$ cat config.mk
export PLATFORM = sky130hd
export DESIGN_NAME = bin_to_bcd_seq
export DESIGN_NICKNAME = d
export VERILOG_FILES = /design/src/rtl/bin_to_bcd_seq.sv
export SDC_FILE = /design/constraint.sdc
export NUM_CORES = 1
export LEC_CHECK = 0
export BUFFER_PORTS_ARGS = -buffer_cell sky130_fd_sc_hd__buf_2
export CAP_MARGIN = 20
export CORE_ASPECT_RATIO = 1.75
export CORE_MARGIN = 2
export CORE_UTILIZATION = 48
export CTS_BUF_LIST = sky130_fd_sc_hd__clkbuf_4
export CTS_CLUSTER_DIAMETER = 120
export DETAILED_ROUTE_END_ITERATION = 16
export PLACE_DENSITY = 0.69
export SETUP_SLACK_MARGIN = 0.5
export SYNTH_ARGS = -nofsm -noshare
export SYNTH_HDL_FRONTEND = slang
export SYNTH_SLANG_ARGS = --single-unit
$ cat constraint.sdc
create_clock -name clk -period 3 [get_ports clk]
set_input_delay 0.6 -clock clk [delete_from_list [all_inputs] [get_ports clk]]
set_output_delay 0.6 -clock clk [all_outputs]
set_load 0.01 [all_outputs]
$ cat src/rtl/bin_to_bcd_seq.sv
// Sequential double-dabble binary-to-BCD converter. It shifts one input bit per clock, so done follows
// the accepting edge by BIN_W cycles. A start while busy is dropped, and a start in the done cycle is accepted.
module bin_to_bcd_seq #(
   parameter int BIN_W  = 16,
   parameter int DIGITS = 5,
   parameter int SIGNED = 0
) (
   input  logic                  clk,
   input  logic                  rst_n,
   input  logic                  start,
   input  logic [BIN_W-1:0]      bin,
   output logic                  busy,
   output logic                  done,
   output logic [4*DIGITS-1:0]   bcd,
   output logic                  overflow,
   output logic                  negative
);

   localparam int CW = $clog2(BIN_W + 1);
   localparam int BW = 4 * DIGITS;

   typedef enum logic {IDLE, CONV} state_t;

   state_t           state, state_n;
   logic [CW-1:0]    cnt, cnt_n;
   logic [BIN_W-1:0] sh, sh_n;
   logic [BW-1:0]    work, work_n, adj;
   logic             sticky, sticky_n;
   logic             neg, neg_n;
   logic             done_n;
   logic [BW-1:0]    bcd_n;
   logic             overflow_n, negative_n;

   assign busy = (state == CONV);

   // Add-3 correction applied to every digit before the shift; digits are independent.
   always_comb begin
      adj = work;
      for (int k = 0; k < DIGITS; k++) begin
         if (work[4*k +: 4] >= 4'd5)
            adj[4*k +: 4] = work[4*k +: 4] + 4'd3;
      end
   end

   always_comb begin
      state_n    = state;
      cnt_n      = cnt;
      sh_n       = sh;
      work_n     = work;
      sticky_n   = sticky;
      neg_n      = neg;
      done_n     = 1'b0;
      bcd_n      = bcd;
      overflow_n = overflow;
      negative_n = negative;
      case (state)
         IDLE: begin
            if (start) begin
               if (SIGNED != 0 && bin[BIN_W-1]) begin
                  sh_n  = ~bin + BIN_W'(1);
                  neg_n = 1'b1;
               end else begin
                  sh_n  = bin;
                  neg_n = 1'b0;
               end
               work_n   = '0;
               sticky_n = 1'b0;
               cnt_n    = CW'(BIN_W);
               state_n  = CONV;
            end
         end
         CONV: begin
            // Working BCD and shift register move together as one vector.
            work_n   = {adj[BW-2:0], sh[BIN_W-1]};
            sh_n     = {sh[BIN_W-2:0], 1'b0};
            sticky_n = sticky | adj[BW-1];
            cnt_n    = cnt - CW'(1);
            if (cnt == CW'(1)) begin
               bcd_n      = work_n;
               overflow_n = sticky_n;
               negative_n = neg;
               done_n     = 1'b1;
               state_n    = IDLE;
            end
         end
         default: state_n = IDLE;
      endcase
   end

   always_ff @(posedge clk or negedge rst_n) begin
      if (!rst_n) begin
         state    <= IDLE;
         cnt      <= '0;
         sh       <= '0;
         work     <= '0;
         sticky   <= 1'b0;
         neg      <= 1'b0;
         done     <= 1'b0;
         bcd      <= '0;
         overflow <= 1'b0;
         negative <= 1'b0;
      end else begin
         state    <= state_n;
         cnt      <= cnt_n;
         sh       <= sh_n;
         work     <= work_n;
         sticky   <= sticky_n;
         neg      <= neg_n;
         done     <= done_n;
         bcd      <= bcd_n;
         overflow <= overflow_n;
         negative <= negative_n;
      end
   end

endmodule

==> results.toml, run 1 <==
[place]
dp_cells = 405
numPortBuffers = 41
placed_area_sq_mm = 0.00336
gp_congestion = 0.802
detailed_place_hpwl_mm = 4.02

[detailed_routing]
routed-via-count = 2277
viasPerCell = 5.41
first_pass_iters = 4
drt_wl_total_mm = 5.72
drtIter0Drc = 97
ant_nets = 0
post-route-drc-count = 0
wl_per_cell_um = 13.6

[synth]
synthMuxAreaShare_pct = 10.8
ys.flop_type = "dfrtp_1"
synth.largest_area_cell = "dfrtp_1"
synth_compound_area_share_pct = 13.4
synth_xor_area_share_pct = 1.70
synth_seq_cells = 65
syn_inst = 296
yosys-top-cells-count = "65 x dfrtp_1, 33 x nand2_1, 23 x a21oi_1, 22 x o21ai_0, 21 x mux2i_1"
yosys.area_share.simple_pct = 12.1
ys_seq_area_share_pct = 52.7
synth_top_family_by_area = "compound AO/OA/AOI/OAI gates"
synth.top_cell.area_share_pct = 52.7
synth.distinct_cells = 28
synth-async-reset-ratio_pct = 100
ys_warn_count = 0
synth.avg_cell_area_sq_um = 10.4
synthAdderAreaFrac_pct = 4.86
synthTopCellsByArea = "dfrtp_1 53%, mux2i_1 6.8%, ha_1 4.9%"
synth-edff-count = 0
syn_nets = 327
synth_area_sq_mm = 0.00309
synth.most_common_cell = "dfrtp_1"

[final_layout]
post-route-cell-area_sq_mm = 0.00351
final_nets = 367
drive_gt1_share_pct = 21.7
fin_util_pct = 56.4
num_antenna_cells = 0
area_growth_syn_to_layout_pct = 13.8
final_cell_count_no_fill = 421

[sta]
setup_viol = 0
hold_viol = 0
finClkSkew_ns = 0.00729
period_share_pct = 69.5
rsz0062_at_grt = "no"
fmax_ghz = 0.479
min_period_ns = 2.09
timing.slew.headroom_pct = 54.1
tns_ns = 0
final_max_slew_viol_count = 0
worst_pin_slew_ns = 0.689

[setup_path]
endpoint_kind = "primary output"
required_ns = 2.40
critPathBufInv = 2
slowest_delay_ns = 0.45
cp_cell_sequence = "buf_4 > buf_2"
critPathSlowestCell = "buf_4"
crit_path_start_kind = "flip-flop"
cp.arrival_ns = 1.49
crit_type = "reg -> out"
cp_max_fo = 59
crit_family = "buffers and inverters"

[clock_tree]
root_buffer = "clkbuf_4"
cts.sinks = 65
h-tree-depth = 3
ctsHoldBuffers = 0
clockBufferDepth = 2
cts_tree = "yes"
ctsResizeCount = 0
cts_buffers = 9
post_cts_buffers = 0
cts.reportedPaths.clkPinSlew_ns = 0.10
clock_latency_ns = 0.41

[floorplan]
dieWidth_um = 64.6
die_y_um = 110
io-pin-count = 43
row_count = 38
core_area_sq_mm = 0.00623
start_util_pct = 49.6
dieArea_sq_mm = 0.00712

[global_routing]
antenna_found_initial = 0
grt_pass1_wl_mm = 9.97
grt_pass1_vias = 2304
grt_usage_pct = 18.3
grt_max_degree = 60
grt-ovfl-total = 0

[hold_path]
hold_path_class = "in -> async"

[power]
power_frac_seq_pct = 40.9
power_mw = 3.77
power.internal_mw = 2.34
p_sw_mw = 1.43
p_comb_share_pct = 41.9
p_leak_nw = 1.70
clkPwrFrac_pct = 17.2
powerDensity_mw_per_mm2 = 1070
p_sw_share_pct = 37.9
vdd_ir_drop_max_mv = 0.445

[run]
cap_viol_max_count = 0

[outcome]
status = "completed"
-- final timing paths --
path,start,to,slack (ns),depth (start not counted)
worst min register to register,sh[7],sh[8],0.50,2
worst max-delay path,busy,busy,0.91,2
min in group clk,bin[0],sh[0],0.43,3
max in group asynchronous,rst_n,work[14],2.15,2
worst min-delay path,rst_n,sh[5],0.22,1
worst max register to register,cnt[1],bcd[9],1.20,6
-- cell usage in the layout, fill, tap and decap left out, types with 9 or more instances in the layout --
master / netlist / final
dfrtp_1: 65 / 65
clkbuf_4: 0 / 9
buf_2: 3 / 41
nand2_1: 33 / 33
inv_1: 15 / 15
a21oi_1: 23 / 23
nor2_1: 17 / 17
ha_1: 12 / 12
mux2i_1: 21 / 21
o21ai_0: 22 / 22
nor3b_1: 12 / 12
o22ai_1: 12 / 12
mux2_2: 11 / 11
a21o_1: 9 / 9
-- logic make-up after synthesis --
family          Yosys count
simple gates             76
other cells               1
xor+xnor                  6
buf+inv                  32
flops                    65
compound gates           72
fa+ha+maj                12
mux                      32
-- flip-flops by register name, indices dropped and copies added (netlist names) --
name	flops
bcd	20
work	20
sh	16
cnt	5
busy	1
done	1
overflow	1
sticky	1
-- layer usage --
layer	wire length (um)	global-route usage (%)	share of wire, %
met5	0	0	0
met4	111	10.5	1.9
met3	200	4.16	3.5
met2	3110	32.5	54
met1	2300	19.9	40
-- stage by stage --
stage	worst slack, ns	hold slack, ns
after detailed placement	1.19	0.483
after floorplan	1.42	0.304
after CTS	0.867	0.214
after global routing	0.785	0.256
final	0.914	0.224
after global placement	1.23	0.468
-- layout make-up --
cell class | count | area (sq um)
well taps | 80 | 100
inverters | 16 | 60.1
flip-flops and latches | 65 | 1630
fillers | 570 | 2710
clock buffers | 9 | 67.6
multi-input cells | 199 | 1330
repair buffers | 45 | 248
clock inverters | 7 | 85.1
-- power groups by stage --
stage          logic, mW  registers, mW  clock network (mW)
6_report            1.58           1.54               0.646
5_1_grt             1.79           1.59               0.703
4_1_cts             1.61           1.54               0.667
3_5_place_dp        1.61           1.56                   0
3_3_place_gp        1.54           1.55                   0
2_1_floorplan       1.12           1.58                   0
(Power assumes the default switching activity.)
==> run 2, diff against run 1 <==
--- a/config.mk
+++ b/config.mk
@@ -13,7 +13,7 @@
 export CTS_BUF_LIST = sky130_fd_sc_hd__clkbuf_4
 export CTS_CLUSTER_DIAMETER = 120
 export DETAILED_ROUTE_END_ITERATION = 16
-export PLACE_DENSITY = 0.69
+export PLACE_DENSITY = 0.71
 export SETUP_SLACK_MARGIN = 0.5
 export SYNTH_ARGS = -nofsm -noshare
 export SYNTH_HDL_FRONTEND = slang
==> constraint.sdc (replaced) <==
create_clock -name clk -period 1.7 [get_ports clk]
set_input_delay 0.34 -clock clk [delete_from_list [all_inputs] [get_ports clk]]
set_output_delay 0.34 -clock clk [all_outputs]
set_load 0.01 [all_outputs]
==> results.toml, run 2 (synthesis results as in run 1) <==
[sta]
final_max_slew_viol_count = 0
tns_ns = 0
min_period_ns = 1.59
period_share_pct = 93.6
worst_hold_slack_ns = 0.201
hold_viol = 0
finClkSkew_ns = 0.0132
fmax_ghz = 0.629
setup_viol = 0
rsz0062_at_grt = "yes"

[setup_path]
slowest_delay_ns = 0.41
r2r-start = "cnt[1]"
cp_max_fo = 7
critPathBufInv = 3
crit_family = "buffers and inverters"
critPathSlowestCell = "dfrtp_1"
crit_type = "reg -> reg"
crit_start = "cnt[1]"
cp_cell_sequence = "inv_2 > ha_4 > nand2b_4 > nor4_4 > buf_6 > buf_12 > mux2_4"
cp.arrival_ns = 1.89
endpoint_kind = "flip-flop"
crit_path_start_kind = "flip-flop"
required_ns = 2.00

[power]
p_sw_mw = 3.44
vdd_ir_drop_max_mv = 0.972
clkPwrFrac_pct = 8.7
p_comb_share_pct = 57.9
powerDensity_mw_per_mm2 = 1920
power.internal_mw = 5.33
p_sw_share_pct = 39.2
p_leak_nw = 2.12
power_frac_seq_pct = 33.4

[final_layout]
fillers = 432
drive_gt1_share_pct = 50.3
layout_common_cells = "63 x dfrtp_1, 44 x buf_4, 39 x buf_2, 33 x nand2_1, 17 x mux2i_1"
fin_util_pct = 73.1
largest_registers = "bcd: 20 flops, work: 20 flops, sh: 16 flops"
num_antenna_cells = 0
area_growth_syn_to_layout_pct = 47.5
final_nets = 426
mostFrequentLayoutCell = "dfrtp_1"

[clock_tree]
clock_latency_ns = 0.42
h-tree-depth = 3
cts_tree = "yes"
root_buffer = "clkbuf_4"
cts.sinks = 65
clockBufferDepth = 2
cts.reportedPaths.clkPinSlew_ns = 0.09
cts_buffers = 9

[floorplan]
die_y_um = 110
dieArea_sq_mm = 0.00712
dieWidth_um = 64.6
io-pin-count = 43
core_area_sq_mm = 0.00623
row_count = 38
start_util_pct = 49.6

[detailed_routing]
first_pass_iters = 4
viasPerCell = 5.38
routed-via-count = 2563
ant_nets = 0
drt_wl_total_mm = 7.77
drtIter0Drc = 120
wl_per_cell_um = 16.3
post-route-drc-count = 0

[global_routing]
grt_usage_pct = 23.3
antenna_found_initial = 0
grt_pass1_vias = 2607
grt-ovfl-total = 0
grt_pass1_wl_mm = 12.5
grt_max_degree = 66

[place]
detailed_place_hpwl_mm = 4.05
numPortBuffers = 41
gp_congestion = 0.801

[outcome]
status = "completed"

[run]
cap_viol_max_count = 0

[hold_path]
hold_path_class = "in -> reg"
min_from = "bin[0]"
run 2: cell types whose count changed in the layout (fill, tap and decap cells not counted), moves of 11 or more:
cell	delta
buf_4	+41
a21oi_1	-14
ha_1	-12
inv_1	-11
inv_2	+11
mux2_2	-11
mux2_4	+11
run 2: layer usage:
| metal | share of wire [%] | vias up | track usage, % | routed length (um) |
|---|---|---|---|---|
| li1 | - | 1218 | - | - |
| met1 | 39 | 1277 | 26.4 | 2990 |
| met2 | 56 | 54 | 43.2 | 4360 |
| met3 | 3.5 | 14 | 4.87 | 274 |
| met4 | 1.8 | 0 | 8.21 | 142 |
| met5 | 0 | - | 0 | 0 |
run 2: path summary, 6_finish.rpt:
kind | to | cells after the start | slack (ns)
max in group asynchronous | work[4] | 3 | 0.95
worst min register to register | sh[2] | 2 | 0.49
min in group asynchronous | work[16] | 3 | 0.45
worst max register to register | bcd[10] | 7 | 0.11
worst min-delay path | sh[0] | 3 | 0.20
worst max-delay path | bcd[10] | 7 | 0.11
run 2: stage by stage:
stage | setup slack [ns] | cells | area, sq um | total power [mW]
4_1_cts | 0.0719 | 458 | 4290 | 8.11
6_report | 0.109 | 476 | 4560 | 8.76
2_1_floorplan | 0.140 | 296 | 3230 | 5.11
3_5_place_dp | 0.0813 | 410 | 3550 | 5.96
5_1_grt | 0.0264 | 476 | 4560 | 9.37
3_3_place_gp | 0.131 | 410 | 3550 | 5.83
run 2: cell type report:
type                       instances  area, sq um  share of cell area, %
timing repair buffer             104          877                   19.3
clock buffer                       9         67.6                   1.48
sequential                        65         1630                   35.8
inverter                          16         60.1                   1.32
multi-input combinational        199         1810                   39.7
clock inverter                     3         12.5                  0.275
tap                               80          100                   2.20
run 2: timing repair:
action | 4_1_cts | 5_1_grt
endpoints found under the setup margin | 77 | 78
setup buffers | 31 | 18
resized for setup | 74 | 33
gates cloned | 4 | 0
hold buffers | 1 | 0
pin swaps | 15 | 7
endpoints found under the hold margin | 65 | 0
run 2: power by group through the flow:
stage / Clock (mW) / Combinational (mW) / Sequential [mW]
floorplan: 0 / 2.26 / 2.85
global placement: 0 / 3.02 / 2.81
detailed placement: 0 / 3.12 / 2.84
CTS: 0.778 / 4.47 / 2.86
global route: 0.843 / 5.52 / 3.01
finish: 0.766 / 5.07 / 2.92
run 2: tightest hold or removal path: cells and delay by family:
kind | cells | cell delay [ns]
buffers and inverters | 1 | 0.08
AND/OR/NAND/NOR | 1 | 0.10
multiplexers | 1 | 0.06
==> run 3, diff against run 2 <==
--- a/config.mk
+++ b/config.mk
@@ -7,14 +7,17 @@
 export LEC_CHECK = 0
 export BUFFER_PORTS_ARGS = -buffer_cell sky130_fd_sc_hd__buf_2
 export CAP_MARGIN = 20
+export CELL_PAD_IN_SITES_DETAIL_PLACEMENT = 0
+export CELL_PAD_IN_SITES_GLOBAL_PLACEMENT = 1
 export CORE_ASPECT_RATIO = 1.75
 export CORE_MARGIN = 2
-export CORE_UTILIZATION = 48
+export CORE_UTILIZATION = 42
 export CTS_BUF_LIST = sky130_fd_sc_hd__clkbuf_4
 export CTS_CLUSTER_DIAMETER = 120
 export DETAILED_ROUTE_END_ITERATION = 16
-export PLACE_DENSITY = 0.71
+export PLACE_DENSITY_LB_ADDON = 0.1
 export SETUP_SLACK_MARGIN = 0.5
+export SLEW_MARGIN = 40
 export SYNTH_ARGS = -nofsm -noshare
 export SYNTH_HDL_FRONTEND = slang
 export SYNTH_SLANG_ARGS = --single-unit
==> results.toml, run 3 (synthesis results as in run 1) <==
[detailed_routing]
viasPerCell = 5.25
first_pass_iters = 4
met2WireLength_mm = 4.25
wl_per_cell_um = 16.1
maxUsedRoutingLayer = "met4"
post-route-drc-count = 0
wl_met3_um = 254
drt_wl_total_mm = 7.72
ant_nets = 0
wl_met1_mm = 3.10
drtIter0Drc = 122
routed-via-count = 2518

[power]
vdd_ir_drop_max_mv = 0.800
powerDensity_mw_per_mm2 = 1940
p_leak_nw = 2.12

[global_routing]
grt_pass1_wl_mm = 11.9
grt_usage_pct = 19.9
grt_max_degree = 66
grt_pass1_vias = 2472
grt-ovfl-total = 0
antenna_found_initial = 0

[sta]
finClkSkew_ns = 0.00816
final_max_slew_viol_count = 0
rsz0062_at_grt = "yes"
hold_viol = 0
tns_ns = 0
min_period_ns = 1.53
fmax_ghz = 0.652
period_share_pct = 90.3
setup_viol = 0

[place]
gp_congestion = 0.722
numPortBuffers = 41
dp_cells = 417
detailed_place_hpwl_mm = 4.34

[final_layout]
fillers = 627
final_nets = 423
mostFrequentLayoutCell = "dfrtp_1"
drive_gt1_share_pct = 51.0
seq_area_sq_mm = 0.00163
final_cell_count_no_fill = 480
num_antenna_cells = 0
area_growth_syn_to_layout_pct = 46.6
multi_input_area_sq_mm = 0.00177
layout_common_cells = "63 x dfrtp_1, 39 x buf_4, 37 x buf_2, 32 x nand2_1"
largest_registers = "bcd: 20 flops, work: 20 flops, sh: 16 flops"

[floorplan]
die_y_um = 117
start_util_pct = 43.0
row_count = 41
dieArea_sq_mm = 0.00808
dieWidth_um = 68.8
io-pin-count = 43
core_area_sq_mm = 0.00718

[outcome]
status = "completed"

[setup_path]
crit_type = "reg -> reg"
cp_max_fo = 6
crit_path_start_kind = "flip-flop"
required_ns = 2.01
endpoint_kind = "flip-flop"
cp.arrival_ns = 1.84

[clock_tree]
cts.reportedPaths.clkPinSlew_ns = 0.10
cts_buffers = 9
h-tree-depth = 3
cts.sinks = 65
root_buffer = "clkbuf_4"
clockBufferDepth = 2
clock_latency_ns = 0.41
cts_tree = "yes"

[run]
cap_viol_max_count = 0

[hold_path]
hold_path_class = "in -> reg"
[run 3: cell type report]
cell class / count / share of cell area (%)
flip-flops and latches: 65 / 36.0
repair buffers: 101 / 19.1
multi-input cells: 199 / 39.2
inverters: 16 / 1.33
clock inverters: 2 / 0.193
well taps: 86 / 2.38
clock buffers: 11 / 1.82
[run 3: per-layer routing]
layer,global-route usage (%),up-vias
met5,0,-
met4,9.07,0
met3,4.02,12
met2,33.2,50
met1,23.7,1237
li1,-,1219
[run 3: worst paths after layout]
kind	start	endpoint	slack, ns	cells past startpoint
min in group asynchronous	rst_n	work[14]	0.45	3
max in group asynchronous	rst_n	work[16]	0.95	3
max	cnt[1]	bcd[1]	0.17	7
min reg2reg	sh[9]	sh[10]	0.49	2
max reg2reg	cnt[1]	bcd[1]	0.17	7
min	bin[0]	sh[0]	0.17	3
[run 3: metrics by stage]
stage | area (sq um) | power (mW) | worst slack [ns] | hold WS [ns] | util (%)
2_1_floorplan | 3230 | 5.11 | 0.140 | 0.0444 | -
3_3_place_gp | 3580 | 5.99 | 0.134 | 0.389 | 49.9
3_5_place_dp | 3580 | 6.07 | 0.108 | 0.388 | 49.9
4_1_cts | 4080 | 7.90 | 0.114 | 0.154 | 56.8
5_1_grt | 4530 | 9.39 | 0.0820 | 0.188 | 63.1
6_report | 4530 | 8.77 | 0.166 | 0.172 | 63.1
[run 3: where the power goes]
part           total, mW  switching (mW)  internal, mW  leakage (nW)
clock network      0.829           0.525         0.304        0.0561
logic               5.04            2.18          2.85          1.25
registers           2.90           0.665          2.24         0.808
[run 3: what timing repair did]
action / CTS / global route
hold buffers: 1 / 0
setup endpoints to repair: 69 / 69
setup buffers: 22 / 22
pin swaps: 11 / 9
cloned: 2 / 3
resized for setup: 44 / 53
hold endpoints to repair: 65 / 0
[run 3: worst max-delay path, cell delays in order, from the launching register on]
cell and delay [ns]:
dfrtp_1 0.40, inv_2 0.08, ha_4 0.13, nand2b_4 0.05
nor4_4 0.13, buf_6 0.16, buf_6 0.14, mux2_2 0.33
